**src/rtl/tile_stream_ctrl.sv**
```systemverilog
// Tile sequencer: walks an image in raster order of tiles, reading each tile over
// Avalon-MM, handing it to the filter (unless bypassed), then writing it back.
module tile_stream_ctrl #(
    parameter int unsigned IMG_W  = 640,
    parameter int unsigned IMG_H  = 480,
    parameter int unsigned TILE_W = 8,
    parameter int unsigned TILE_H = 6,
    parameter int unsigned BPP    = 4,
    parameter int unsigned ADDR_W = 32,
    localparam int unsigned NTX   = IMG_W / TILE_W,
    localparam int unsigned NTY   = IMG_H / TILE_H,
    localparam int unsigned TX_W  = (NTX > 1) ? $clog2(NTX) : 1,
    localparam int unsigned TY_W  = (NTY > 1) ? $clog2(NTY) : 1
) (
    input  logic              clk,
    input  logic              n_rst,
    input  logic              start,
    input  logic              abort,
    input  logic              bypass,
    input  logic [ADDR_W-1:0] src_base,
    input  logic [ADDR_W-1:0] dst_base,
    output logic [ADDR_W-1:0] avm_address,
    output logic              avm_read,
    output logic              avm_write,
    input  logic              avm_waitrequest,
    input  logic              avm_readdatavalid,
    output logic              rd_push,
    output logic              wr_pop,
    output logic              filt_start,
    input  logic              filt_done,
    output logic [TX_W-1:0]   tile_x,
    output logic [TY_W-1:0]   tile_y,
    output logic              busy,
    output logic              done,
    output logic              aborted
);
    localparam int unsigned PX_W = (TILE_W > 1) ? $clog2(TILE_W) : 1;
    localparam int unsigned PY_W = (TILE_H > 1) ? $clog2(TILE_H) : 1;

    typedef enum logic [2:0] {
        IDLE, RD_REQ, RD_WAIT, FILT_GO, FILT_WAIT, WR_REQ, NEXT, FIN
    } state_t;

    state_t            state, state_n;
    logic [PX_W-1:0]   px_x, px_x_n;
    logic [PY_W-1:0]   px_y, px_y_n;
    logic [TX_W-1:0]   tx_n;
    logic [TY_W-1:0]   ty_n;
    logic [ADDR_W-1:0] src_q, src_n, dst_q, dst_n, addr_n;
    logic              byp_q, byp_n, abort_q, abort_n, aborted_n;
    logic              adv_px, adv_tile, last_px, last_tile;

    // Byte address of a pixel; all arithmetic wraps modulo 2^ADDR_W.
    function automatic logic [ADDR_W-1:0] pix_addr(input logic [ADDR_W-1:0] base,
                                                   input logic [TX_W-1:0]   tx,
                                                   input logic [TY_W-1:0]   ty,
                                                   input logic [PX_W-1:0]   px,
                                                   input logic [PY_W-1:0]   py);
        logic [ADDR_W-1:0] row, col;
        row = ADDR_W'(ty) * ADDR_W'(TILE_H) + ADDR_W'(py);
        col = ADDR_W'(tx) * ADDR_W'(TILE_W) + ADDR_W'(px);
        return base + (row * ADDR_W'(IMG_W) + col) * ADDR_W'(BPP);
    endfunction

    always_comb begin
        state_n   = state;
        px_x_n    = px_x;
        px_y_n    = px_y;
        tx_n      = tile_x;
        ty_n      = tile_y;
        src_n     = src_q;
        dst_n     = dst_q;
        byp_n     = byp_q;
        abort_n   = abort_q | (abort && (state != IDLE));
        aborted_n = aborted;
        rd_push   = 1'b0;
        wr_pop    = 1'b0;
        adv_px    = 1'b0;
        adv_tile  = 1'b0;
        addr_n    = avm_address;
        last_px   = (px_x == PX_W'(TILE_W - 1)) && (px_y == PY_W'(TILE_H - 1));
        last_tile = (tile_x == TX_W'(NTX - 1)) && (tile_y == TY_W'(NTY - 1));

        case (state)
            IDLE: if (start) begin
                state_n   = RD_REQ;
                px_x_n    = '0;
                px_y_n    = '0;
                tx_n      = '0;
                ty_n      = '0;
                src_n     = src_base;
                dst_n     = dst_base;
                byp_n     = bypass;
                abort_n   = 1'b0;
                aborted_n = 1'b0;
            end
            RD_REQ: if (!avm_waitrequest) state_n = RD_WAIT;
            RD_WAIT: if (avm_readdatavalid) begin
                rd_push = 1'b1;
                adv_px  = 1'b1;
                if (abort_n) begin
                    state_n   = FIN;
                    aborted_n = 1'b1;
                end else if (last_px) begin
                    state_n = byp_q ? WR_REQ : FILT_GO;
                end else begin
                    state_n = RD_REQ;
                end
            end
            FILT_GO: state_n = FILT_WAIT;
            FILT_WAIT: if (filt_done) begin
                px_x_n = '0;
                px_y_n = '0;
                if (abort_n) begin
                    state_n   = FIN;
                    aborted_n = 1'b1;
                end else begin
                    state_n = WR_REQ;
                end
            end
            WR_REQ: if (!avm_waitrequest) begin
                wr_pop = 1'b1;
                adv_px = 1'b1;
                if (abort_n) begin
                    state_n   = FIN;
                    aborted_n = 1'b1;
                end else if (last_px) begin
                    state_n = NEXT;
                end
            end
            NEXT: begin
                adv_tile = 1'b1;
                state_n  = last_tile ? FIN : RD_REQ;
            end
            FIN:     state_n = IDLE;
            default: state_n = IDLE;
        endcase

        // Row-major pixel walk within the tile; wraps to 0,0 after the last pixel.
        if (adv_px) begin
            if (px_x == PX_W'(TILE_W - 1)) begin
                px_x_n = '0;
                px_y_n = (px_y == PY_W'(TILE_H - 1)) ? '0 : PY_W'(px_y + 1'b1);
            end else begin
                px_x_n = PX_W'(px_x + 1'b1);
            end
        end
        if (adv_tile) begin
            if (tile_x == TX_W'(NTX - 1)) begin
                tx_n = '0;
                ty_n = (tile_y == TY_W'(NTY - 1)) ? '0 : TY_W'(tile_y + 1'b1);
            end else begin
                tx_n = TX_W'(tile_x + 1'b1);
            end
        end

        // Address is loaded with the request it belongs to, so it is valid as read/write rises.
        if (state_n == RD_REQ)      addr_n = pix_addr(src_n, tx_n, ty_n, px_x_n, px_y_n);
        else if (state_n == WR_REQ) addr_n = pix_addr(dst_n, tx_n, ty_n, px_x_n, px_y_n);
    end

    always_ff @(posedge clk or negedge n_rst) begin
        if (!n_rst) begin
            state       <= IDLE;
            px_x        <= '0;
            px_y        <= '0;
            tile_x      <= '0;
            tile_y      <= '0;
            src_q       <= '0;
            dst_q       <= '0;
            byp_q       <= 1'b0;
            abort_q     <= 1'b0;
            aborted     <= 1'b0;
            avm_address <= '0;
            avm_read    <= 1'b0;
            avm_write   <= 1'b0;
            filt_start  <= 1'b0;
            busy        <= 1'b0;
            done        <= 1'b0;
        end else begin
            state       <= state_n;
            px_x        <= px_x_n;
            px_y        <= px_y_n;
            tile_x      <= tx_n;
            tile_y      <= ty_n;
            src_q       <= src_n;
            dst_q       <= dst_n;
            byp_q       <= byp_n;
            abort_q     <= abort_n;
            aborted     <= aborted_n;
            avm_address <= addr_n;
            avm_read    <= (state_n == RD_REQ);
            avm_write   <= (state_n == WR_REQ);
            filt_start  <= (state_n == FILT_GO);
            busy        <= (state_n != IDLE);
            done        <= (state_n == FIN);
        end
    end

endmodule

```
**config.mk**
```make
export PLATFORM = sky130hd
export DESIGN_NAME = tile_stream_ctrl
export DESIGN_NICKNAME = d
export VERILOG_FILES = /design/src/rtl/tile_stream_ctrl.sv
export SDC_FILE = /design/constraint.sdc
export NUM_CORES = 1
export LEC_CHECK = 0
export CAP_MARGIN = 20
export CORE_MARGIN = 4
export CORE_UTILIZATION = 58
export CTS_CLUSTER_SIZE = 10
export DETAILED_ROUTE_END_ITERATION = 6
export GPL_ROUTABILITY_DRIVEN = 0
export GPL_TIMING_DRIVEN = 0
export PLACE_DENSITY = 0.83
export SYNTH_ARGS = -nofsm -noshare
export SYNTH_HDL_FRONTEND = slang
export SYNTH_SLANG_ARGS = --single-unit
```
**constraint.sdc**
```tcl
create_clock -name clk -period 22.2 [get_ports clk]
set_clock_uncertainty 0.15 [all_clocks]
set_input_delay 5.55 -clock clk [delete_from_list [all_inputs] [get_ports clk]]
set_output_delay 5.55 -clock clk [all_outputs]
set_load 0.005 [all_outputs]
```
# Yosys cells after proc, flatten, opt, wreduce, memory -nomap -nowiden
# Cells that the tools add are included.
dict set report totals {
  in_bits 72
  ff_bits 127
}
dict set report classes {
  multipliers 2
  n_mux 53
  n_eq_ne 19
  bitwise 1
  n_addsub 9
  reduce_logical 10
}
# operator count
set op_table {}
lappend op_table {{32-bit two-way mux} 6}
lappend op_table {{7-bit two-way mux} 9}
lappend op_table {{3-bit two-way mux} 20}
lappend op_table {{32-bit by 24-bit adder with 32-bit output} 1}
lappend op_table {{32-bit adder} 1}
lappend op_table {{3-bit equality test, second input constant} 8}
lappend op_table {{3-bit case mux with 8 select lines} 1}
lappend op_table {{10-bit by 3-bit adder with 11-bit output} 2}
lappend op_table {{21-bit by 11-bit adder with 22-bit output} 1}
lappend op_table {{7-bit by 1-bit adder with 7-bit output, second input constant} 2}
lappend op_table {{7-bit equality test, second input constant} 2}
lappend op_table {{11-bit by 3-bit multiplier with 14-bit output, second input constant} 1}
lappend op_table {{1-bit two-way mux} 12}
lappend op_table {{3-bit case mux with 2 select lines} 2}
lappend op_table {{3-bit by 2-bit equality test with 1-bit output, second input constant} 3}
lappend op_table {{7-bit by 2-bit multiplier with 9-bit output, second input constant} 1}
lappend op_table {{2-bit inequality test, second input constant} 4}
lappend op_table {{3-bit by 1-bit adder with 3-bit output, second input constant} 2}
lappend op_table {{3-bit by 1-bit equality test with 1-bit output, second input constant} 2}
lappend op_table {{3-bit nonzero test} 2}
lappend op_table {{5-bit AND reduction} 1}
lappend op_table {{1-bit case mux with 4 select lines} 1}
lappend op_table {{4-bit nonzero test} 1}
lappend op_table {{1-bit logical AND} 3}
lappend op_table {{6 further kinds} 6}

# Depth between registers and ports, before layout
# Gate-level depths: netlist of the first run.
dict set report logic_depth {
  word_depth 11
  ltp_mapped 35
}

# Least setup slack after synthesis of the first run
# No wires, ideal clock.
dict set report synth_timing {
  path_type {input port to flip-flop}
  start {input port start}
  end {register avm_address[24]}
  path_slack_ns 10.205
  required_ns 21.924
  path_buffers 2
  setup_ns 0.126
  t_arrival_ns 11.719
  stages 31
  cell_sequence {nand2_1 > clkbuf_1 > buf_1 > nand3_1 > o21ai_0 > ha_1 > fa_1 > a21o_1 > a21oi_1 > o21bai_1 > a21oi_1 > xor2_2 > xor2_1 > ha_1 > ha_1 > o21a_1 > o31a_1 > a21o_1 > nor3_1 > nand2_1 > o311a_1 > o21ai_1 > xor2_1 > ha_1 > nand2_1 > nor2_1 > a22o_1 > o311ai_1 > nand2_1 > xor2_1 > a221o_1}
}
dict set report synth_between {
  elab_chain_cells 11
  word_cells_on_any_way 32
  cone_classes {5 x add/sub; 2 x mul; 2 x eq/ne; 22 x mux; 1 x reduce/logical}
}
# element line
set synth_rtl {}
lappend synth_rtl {{start: declaration} 17} ;# input logic start,
lappend synth_rtl {{7-bit two-way mux *} 85} ;# IDLE: if (start) begin
lappend synth_rtl {{7-bit two-way mux *} 84} ;# case (state)
lappend synth_rtl {{7-bit two-way mux} 149} ;# if (tile_x == TX_W'(NTX - 1)) begin
lappend synth_rtl {{7-bit two-way mux *} 148} ;# if (adv_tile) begin
lappend synth_rtl {{named net ty_n[0]} 48} ;# logic [TY_W-1:0] ty_n;
lappend synth_rtl {{7-bit by 2-bit multiplier with 9-bit output *} 60} ;# row = ADDR_W'(ty) * ADDR_W'(TILE_H) + ADDR_W'(py);
lappend synth_rtl {{10-bit by 3-bit adder with 11-bit output *} 60}
lappend synth_rtl {{11-bit by 3-bit multiplier with 14-bit output *} 62} ;# return base + (row * ADDR_W'(IMG_W) + col) * ADDR_W'(BPP);
lappend synth_rtl {{21-bit by 11-bit adder with 22-bit output *} 62}
lappend synth_rtl {{32-bit by 24-bit adder with 32-bit output} 62}
lappend synth_rtl {{32-bit two-way mux} 159} ;# else if (state_n == WR_REQ) addr_n = pix_addr(dst_n, tx_n, ty_n, px_x_n, px_y_n);
lappend synth_rtl {{32-bit two-way mux *} 158} ;# if (state_n == RD_REQ) addr_n = pix_addr(src_n, tx_n, ty_n, px_x_n, px_y_n);
lappend synth_rtl {{end signal: assignment} 191} ;# avm_address <= addr_n;
lappend synth_rtl {{end: declaration} 22} ;# output logic [ADDR_W-1:0] avm_address,
# Mark *: on every way through the listed nets, which the timed path passes. The rest lies on a longest branch. The select of a mux whose other input is x is not followed.
# A chain may end at the register's enable or synchronous reset.

# Worst setup path in the final report of the first run
# Ends and elaborated chain as after synthesis.

==> flow_metrics.env, run 1 <==
export IMPL_status="finished, final reports clean"
export IMPL_start_util_pct=59.6
export IMPL_clk_latency_ns=0.43
export IMPL_relSlewSlack_pct=46.1
export IMPL_clockBufferDepth=2
export IMPL_seq_area_frac_synth_pct=34.7
export IMPL_synth_compound_area_share_pct=18.4
export IMPL_critPathMostFrequentCell="nand2_1"
export IMPL_critPathKind="input pin to flop"
export IMPL_ir_worst_vdd_v=0.0000848
export IMPL_ant_nets=0
export IMPL_slowest_stage="clkbuf_1"
export IMPL_max_freq_mhz=71.4
export IMPL_r2r_slack_ns=12.94
export IMPL_syn_area_sq_mm=0.00917
export IMPL_numPortBuffers=125
export IMPL_avgSynthCellArea_sq_um=8.34
export IMPL_path_clk_slew_ns=0.06
export IMPL_fp_dieArea_sq_mm=0.0179
export IMPL_cap_violations=0
export IMPL_ctsHoldBuffers=0
export IMPL_htree_levels=4
export IMPL_tns_ns=0
export IMPL_antenna_found_initial=0
export IMPL_hold_path_startpoint="dst_q[1]$_DFF_PN0_"
export IMPL_critPathMaxStageDelay_ns=0.62
export IMPL_core_rowCount=45
export IMPL_fin_crit_ns=14.00
export IMPL_dpl_hpwl_microns=19400
export IMPL_synth_seq_cells=127
export IMPL_post_cts_setup_buffers=0
export IMPL_multi_input_area_sq_mm=0.00569
export IMPL_ys_warn_count=0
export IMPL_register_area_sq_mm=0.00318
export IMPL_worstMarginPinSlew_ns=0.809
export IMPL_cp_arrival_ns=14.16
export IMPL_grt_pass1_vias=8174
export IMPL_synth_top_family_by_area="simple AND/OR/NAND/NOR gates"
export IMPL_synthCells=1100
export IMPL_via_count=8658
export IMPL_synthAdderAreaFrac_pct=12.4
export IMPL_grt_pass1_wl_microns=41700
export IMPL_synthMuxAreaShare_pct=2.22
export IMPL_synth_common_cells="266 x nand2_1, 127 x dfrtp_1, 81 x ha_1"
export IMPL_synth_most_common_cell="nand2_1"
export IMPL_rr_startpoint="state[1]$_DFF_PN0_"
export IMPL_r2r_cells=33
export IMPL_cts_tree="yes"
export IMPL_clock_sinks=127
export IMPL_end_kind="flop"
export IMPL_synth_simple_gate_area_share_pct=21.9
export IMPL_synthArstFlopShare_pct=100
export IMPL_synthDistinctLibCells=70
export IMPL_drive_above_1_share_pct=4.29
export IMPL_synthFlopType="dfrtp_1"
export IMPL_synth_area_leaders="dfrtp_1 35%, ha_1 11%, nand2_1 11%"
export IMPL_critPathRequiredTime_ns=22.35
export IMPL_min_path_type="flop to flop"
export IMPL_numCtsBuffers=17
export IMPL_via_per_inst=5.89
export IMPL_synth_edf_count=0
export IMPL_startpoint_type="input pin"
export IMPL_drt_initial_drc_count=716
export IMPL_layout_nets=1405
export IMPL_post_route_period_util_pct=63.1
export IMPL_worstPathMaxFanout=10
export IMPL_detail_route_wl_per_cell_microns=17.7
export IMPL_fillers=1172
export IMPL_drc=0
export IMPL_min_path_cells=2
export IMPL_grt_max_degree=66
export IMPL_slew_violations=0
export IMPL_die_height_microns=134
export IMPL_rsz0062_at_grt="false"
export IMPL_grt_overflow=0
export IMPL_diodes=0
export IMPL_reg2reg_to="avm_address[24]$_DFFE_PN0P_"
export IMPL_wl_microns=26000
export IMPL_synth_top_area_share_pct=34.7
export IMPL_yosys_area_share_xor_xnor_pct=7.15
export IMPL_root_buffer="clkbuf_16"
export IMPL_dr_pass1_iters=7
export IMPL_synth_largest_area_cell="dfrtp_1"
export IMPL_io_pins=126
export IMPL_dieWidth_microns=134
export IMPL_grt_usage_pct=29.3
export IMPL_cellPowerDensity_mw_per_mm2=143
export IMPL_cts_resized=0
export IMPL_hold_violations=0
export IMPL_area_growth_pct=23.3
export IMPL_p_leak_nw=5.47
export IMPL_coreArea_sq_mm=0.0154
export IMPL_hold_slack_ns=0.327
export IMPL_setup_viol=0
export IMPL_hold_path_end="dst_q[1]$_DFF_PN0_"
-- routing by layer --
| metal | up-vias | GRT usage, % | share of wire [%] |
|---|---|---|---|
| met1 | 4099 | 39.4 | 43 |
| met4 | 0 | 9.71 | 2.6 |
| met2 | 370 | 47.6 | 47 |
| met5 | - | 0 | 0 |
| li1 | 4137 | - | - |
| met3 | 52 | 5.63 | 7.7 |
-- state kept, by name, summed over array words and instances (netlist names) --
signal       flops
state            3
avm_read         1
src_q           32
px_x             3
avm_write        1
avm_address     32
busy             1
filt_start       1
tile_x           7
tile_y           7
done             1
dst_q           32
px_y             3
aborted          1
byp_q            1
abort_q          1
-- critical path, delay by kind of cell --
family	cells	cell delay [ns]
xor+xnor	4	1.29
simple gates	9	1.78
buf+inv	2	1.08
fa+ha+maj	4	1.38
compound gates	13	3.07
-- placed cells by master, fill, tap and decap left out, types with 4 or more instances in the layout --
cell,netlist,final
a2111oi_0,4,4
a211oi_1,12,12
a21o_1,21,21
a21oi_1,73,73
a221o_1,4,4
a22o_1,5,5
a31oi_1,8,8
and2_1,4,4
and3_1,14,14
buf_2,4,4
clkbuf_1,26,28
clkbuf_16,0,17
clkdlybuf4s50_1,0,124
dfrtp_1,127,127
fa_1,6,6
ha_1,81,81
inv_1,37,37
inv_6,0,4
mux2i_1,17,17
nand2_1,266,266
nand2b_1,17,17
nand3_1,33,33
nand4_1,9,9
nor2_1,57,57
nor2b_1,10,10
nor3_1,9,9
nor3b_1,4,4
o211ai_1,8,8
o21a_1,11,11
o21ai_0,77,77
o21ai_1,5,5
o21bai_1,8,8
o31ai_1,6,6
or3_1,9,9
xnor2_1,43,43
xor2_1,30,30
-- layout make-up --
type                    instances  area share [%]
plain buffers                  36            1.41
clock buffers                  21            4.07
clock inverters                11            1.15
inverters                      38            1.26
multi-input cells             900            50.3
flip-flops and latches        127            28.1
well taps                     211            2.33
repair buffers                126            11.3
-- how the worst max path moves through the flow --
| stage | startpoint | to | depth (start not counted) |
|---|---|---|---|
| floorplan | start | avm_address[24]$_DFFE_PN0P_ | 31 |
| global placement | start | avm_address[28]$_DFFE_PN0P_ | 32 |
| detailed placement | start | avm_address[28]$_DFFE_PN0P_ | 32 |
| CTS | start | avm_address[28]$_DFFE_PN0P_ | 33 |
| global route | start | avm_address[28]$_DFFE_PN0P_ | 32 |
| finish | start | avm_address[24]$_DFFE_PN0P_ | 32 |
-- power by group --
part           total [mW]  switching, mW  internal, mW
Sequential          0.383         0.0505         0.332
Clock               0.284          0.111         0.173
Combinational       0.954          0.568         0.385
-- cell families after synthesis --
kind of cell,Yosys count
and+or+nand+nor,447
AOI/OAI and AO/OA,270
DFF,127
adders and majority gates,87
xor gates and xnor gates,74
buffers and inverters,74
muxes,20
other,1
-- per-stage QoR --
step | utilization (%) | total power, mW | cells | instance area [sq um] | worst slack, ns
3_5_place_dp | 69.7 | 1.31 | 1438 | 10700 | 8.00
4_1_cts | 73.6 | 1.61 | 1470 | 11300 | 8.30
5_1_grt | 73.6 | 1.74 | 1470 | 11300 | 7.69
6_report | 73.6 | 1.62 | 1470 | 11300 | 8.20
3_3_place_gp | 69.5 | 1.29 | 1437 | 10700 | 8.05
2_1_floorplan | - | 1.01 | 1101 | 9170 | 10.21
No activity file was read; power rests on OpenSTA's default activity.
==> run 2: changes to the inputs <==
Settings changed: CORE_UTILIZATION 58 to 56, PLACE_DENSITY 0.83 to 0.8.
Clock period 22.2 ns to 14.1 ns, I/O delays scaled along.
==> run 2 against run 1 <==
  * Clock power increased by 46%
  * Final cell count is 0.34% higher
  * Die area increased by 3.4%
  * Flip-flop and latch count did not move
  * Critical path depth stayed put
  * Critical path type unchanged
  * Critical endpoint is now avm_address[28]$_DFFE_PN0P_
  * Total power is 55% higher
==> flow_metrics.env, run 2 (same netlist as run 1, synthesis figures left out) <==
export IMPL_slew_violations=0
export IMPL_cp_startpoint="start"
export IMPL_critPathMaxStageDelay_ns=0.59
export IMPL_layout_nets=1405
export IMPL_io_pins=126
export IMPL_drc=0
export IMPL_clk_latency_ns=0.43
export IMPL_worstMarginPinSlew_ns=0.796
export IMPL_numPortBuffers=125
export IMPL_post_route_period_util_pct=84.9
export IMPL_fin_crit_ns=11.97
export IMPL_ir_worst_vdd_v=0.000124
export IMPL_fillers=1278
export IMPL_grt_pass1_vias=8029
export IMPL_final_cell_mix="266 x nand2_1, 127 x dfrtp_1, 124 x clkdlybuf4s50_1"
export IMPL_grt_pass1_wl_microns=40700
export IMPL_grt_usage_pct=28.1
export IMPL_cellPowerDensity_mw_per_mm2=223
export IMPL_antenna_found_initial=0
export IMPL_post_cts_setup_buffers=0
export IMPL_reg_top3="avm_address: 32 flops, dst_q: 32 flops, src_q: 32 flops"
export IMPL_dpl_hpwl_microns=19600
export IMPL_critPathKind="input pin to flop"
export IMPL_setup_viol=0
export IMPL_register_area_sq_mm=0.00318
export IMPL_start_util_pct=57.5
export IMPL_via_count=8596
export IMPL_wl_microns=25700
export IMPL_cts_resized=0
export IMPL_worstPathMaxFanout=10
export IMPL_path_clk_slew_ns=0.06
export IMPL_clock_sinks=127
export IMPL_dieWidth_microns=136
export IMPL_hold_violations=0
export IMPL_final_common_cell="nand2_1"
export IMPL_htree_levels=4
export IMPL_area_growth_pct=23.0
export IMPL_clockBufferDepth=2
export IMPL_drive_above_1_share_pct=4.29
export IMPL_startpoint_type="input pin"
export IMPL_via_per_inst=5.83
export IMPL_ctsHoldBuffers=0
export IMPL_max_freq_mhz=83.5
export IMPL_slowest_stage="clkbuf_1"
export IMPL_die_height_microns=136
export IMPL_p_leak_nw=5.45
export IMPL_relSlewSlack_pct=46.9
export IMPL_min_path_type="flop to flop"
export IMPL_root_buffer="clkbuf_16"
export IMPL_rr_startpoint="state[1]$_DFF_PN0_"
export IMPL_fp_dieArea_sq_mm=0.0185
export IMPL_ant_nets=0
export IMPL_cp_arrival_ns=12.13
export IMPL_coreArea_sq_mm=0.0159
export IMPL_core_rowCount=46
export IMPL_cts_tree="yes"
export IMPL_tns_ns=0
export IMPL_dr_pass1_iters=6
export IMPL_hold_path_startpoint="dst_q[0]$_DFF_PN0_"
export IMPL_rsz0062_at_grt="false"
export IMPL_critPathRequiredTime_ns=14.26
export IMPL_diodes=0
export IMPL_end_kind="flop"
export IMPL_detail_route_wl_per_cell_microns=17.4
export IMPL_status="finished, final reports clean"
export IMPL_dp_cells=1443
export IMPL_power_mw=2.52
export IMPL_final_cells=1475
export IMPL_grt_overflow=0
export IMPL_cap_violations=0
export IMPL_drt_initial_drc_count=704
export IMPL_numCtsBuffers=17
export IMPL_grt_max_degree=95
export IMPL_multi_input_area_sq_mm=0.00569
[run 2: cell types whose count changed in the layout (fill, tap and decap cells not counted)]
cell        previous run  this run
clkinv_4               2         1
bufinv_16              2         1
clkinv_2               2         6
clkinvlp_4             1         3
inv_6                  4         0
[run 2: worst max-delay path, delay by kind of cell]
family,cells,cell delay [ns]
multiplexers,2,0.37
XOR/XNOR,4,1.34
AND/OR/NAND/NOR,8,1.54
buffers and inverters,3,1.62
adder cells (fa/ha/maj),4,1.29
AO/OA/AOI/OAI,11,2.44
[run 2: layer usage]
metal | track usage [%] | wire length, microns
met1 | 38.6 | 11300
met2 | 44.7 | 11800
met3 | 5.81 | 1950
met4 | 9.01 | 630
met5 | 0 | 0
[run 2: power by group]
part | total [mW] | internal, mW | switching, mW
Sequential | 0.602 | 0.523 | 0.0787
Combinational | 1.50 | 0.607 | 0.893
Clock | 0.414 | 0.249 | 0.165
Total | 2.52 | 1.38 | 1.14
[run 2: stage by stage]
| step | hold WS (ns) | area [sq um] | utilization [%] | worst slack, ns |
|---|---|---|---|---|
| after detailed placement | 0.310 | 10700 | 67.3 | 1.84 |
| after global routing | 0.348 | 11300 | 70.7 | 1.54 |
| final | 0.320 | 11300 | 70.7 | 2.13 |
| after floorplan | 0.290 | 9170 | - | 4.13 |
| after global placement | 0.303 | 10700 | 67.1 | 1.87 |
| after CTS | 0.324 | 11300 | 70.7 | 2.24 |
[run 2: worst paths after layout]
kind | end | slack (ns) | depth (start not counted)
setup reg to reg | avm_address[28]$_DFFE_PN0P_ | 4.82 | 33
hold reg to reg | dst_q[0]$_DFF_PN0_ | 0.32 | 2
setup / recovery | avm_address[28]$_DFFE_PN0P_ | 2.13 | 32
hold / removal | dst_q[0]$_DFF_PN0_ | 0.32 | 2
min in group asynchronous | busy$_DFF_PN0_ | 2.83 | 1
max in group asynchronous | src_q[18]$_DFF_PN0_ | 10.21 | 2
[run 2: layout make-up]
class | count | area share (%)
Multi-Input combinational cell | 900 | 50.5
Sequential cell | 127 | 28.2
Timing Repair Buffer | 126 | 11.4
Clock buffer | 21 | 4.08
Tap cell | 216 | 2.40
Buffer | 36 | 1.41
Inverter | 38 | 1.27
Clock inverter | 11 | 0.810
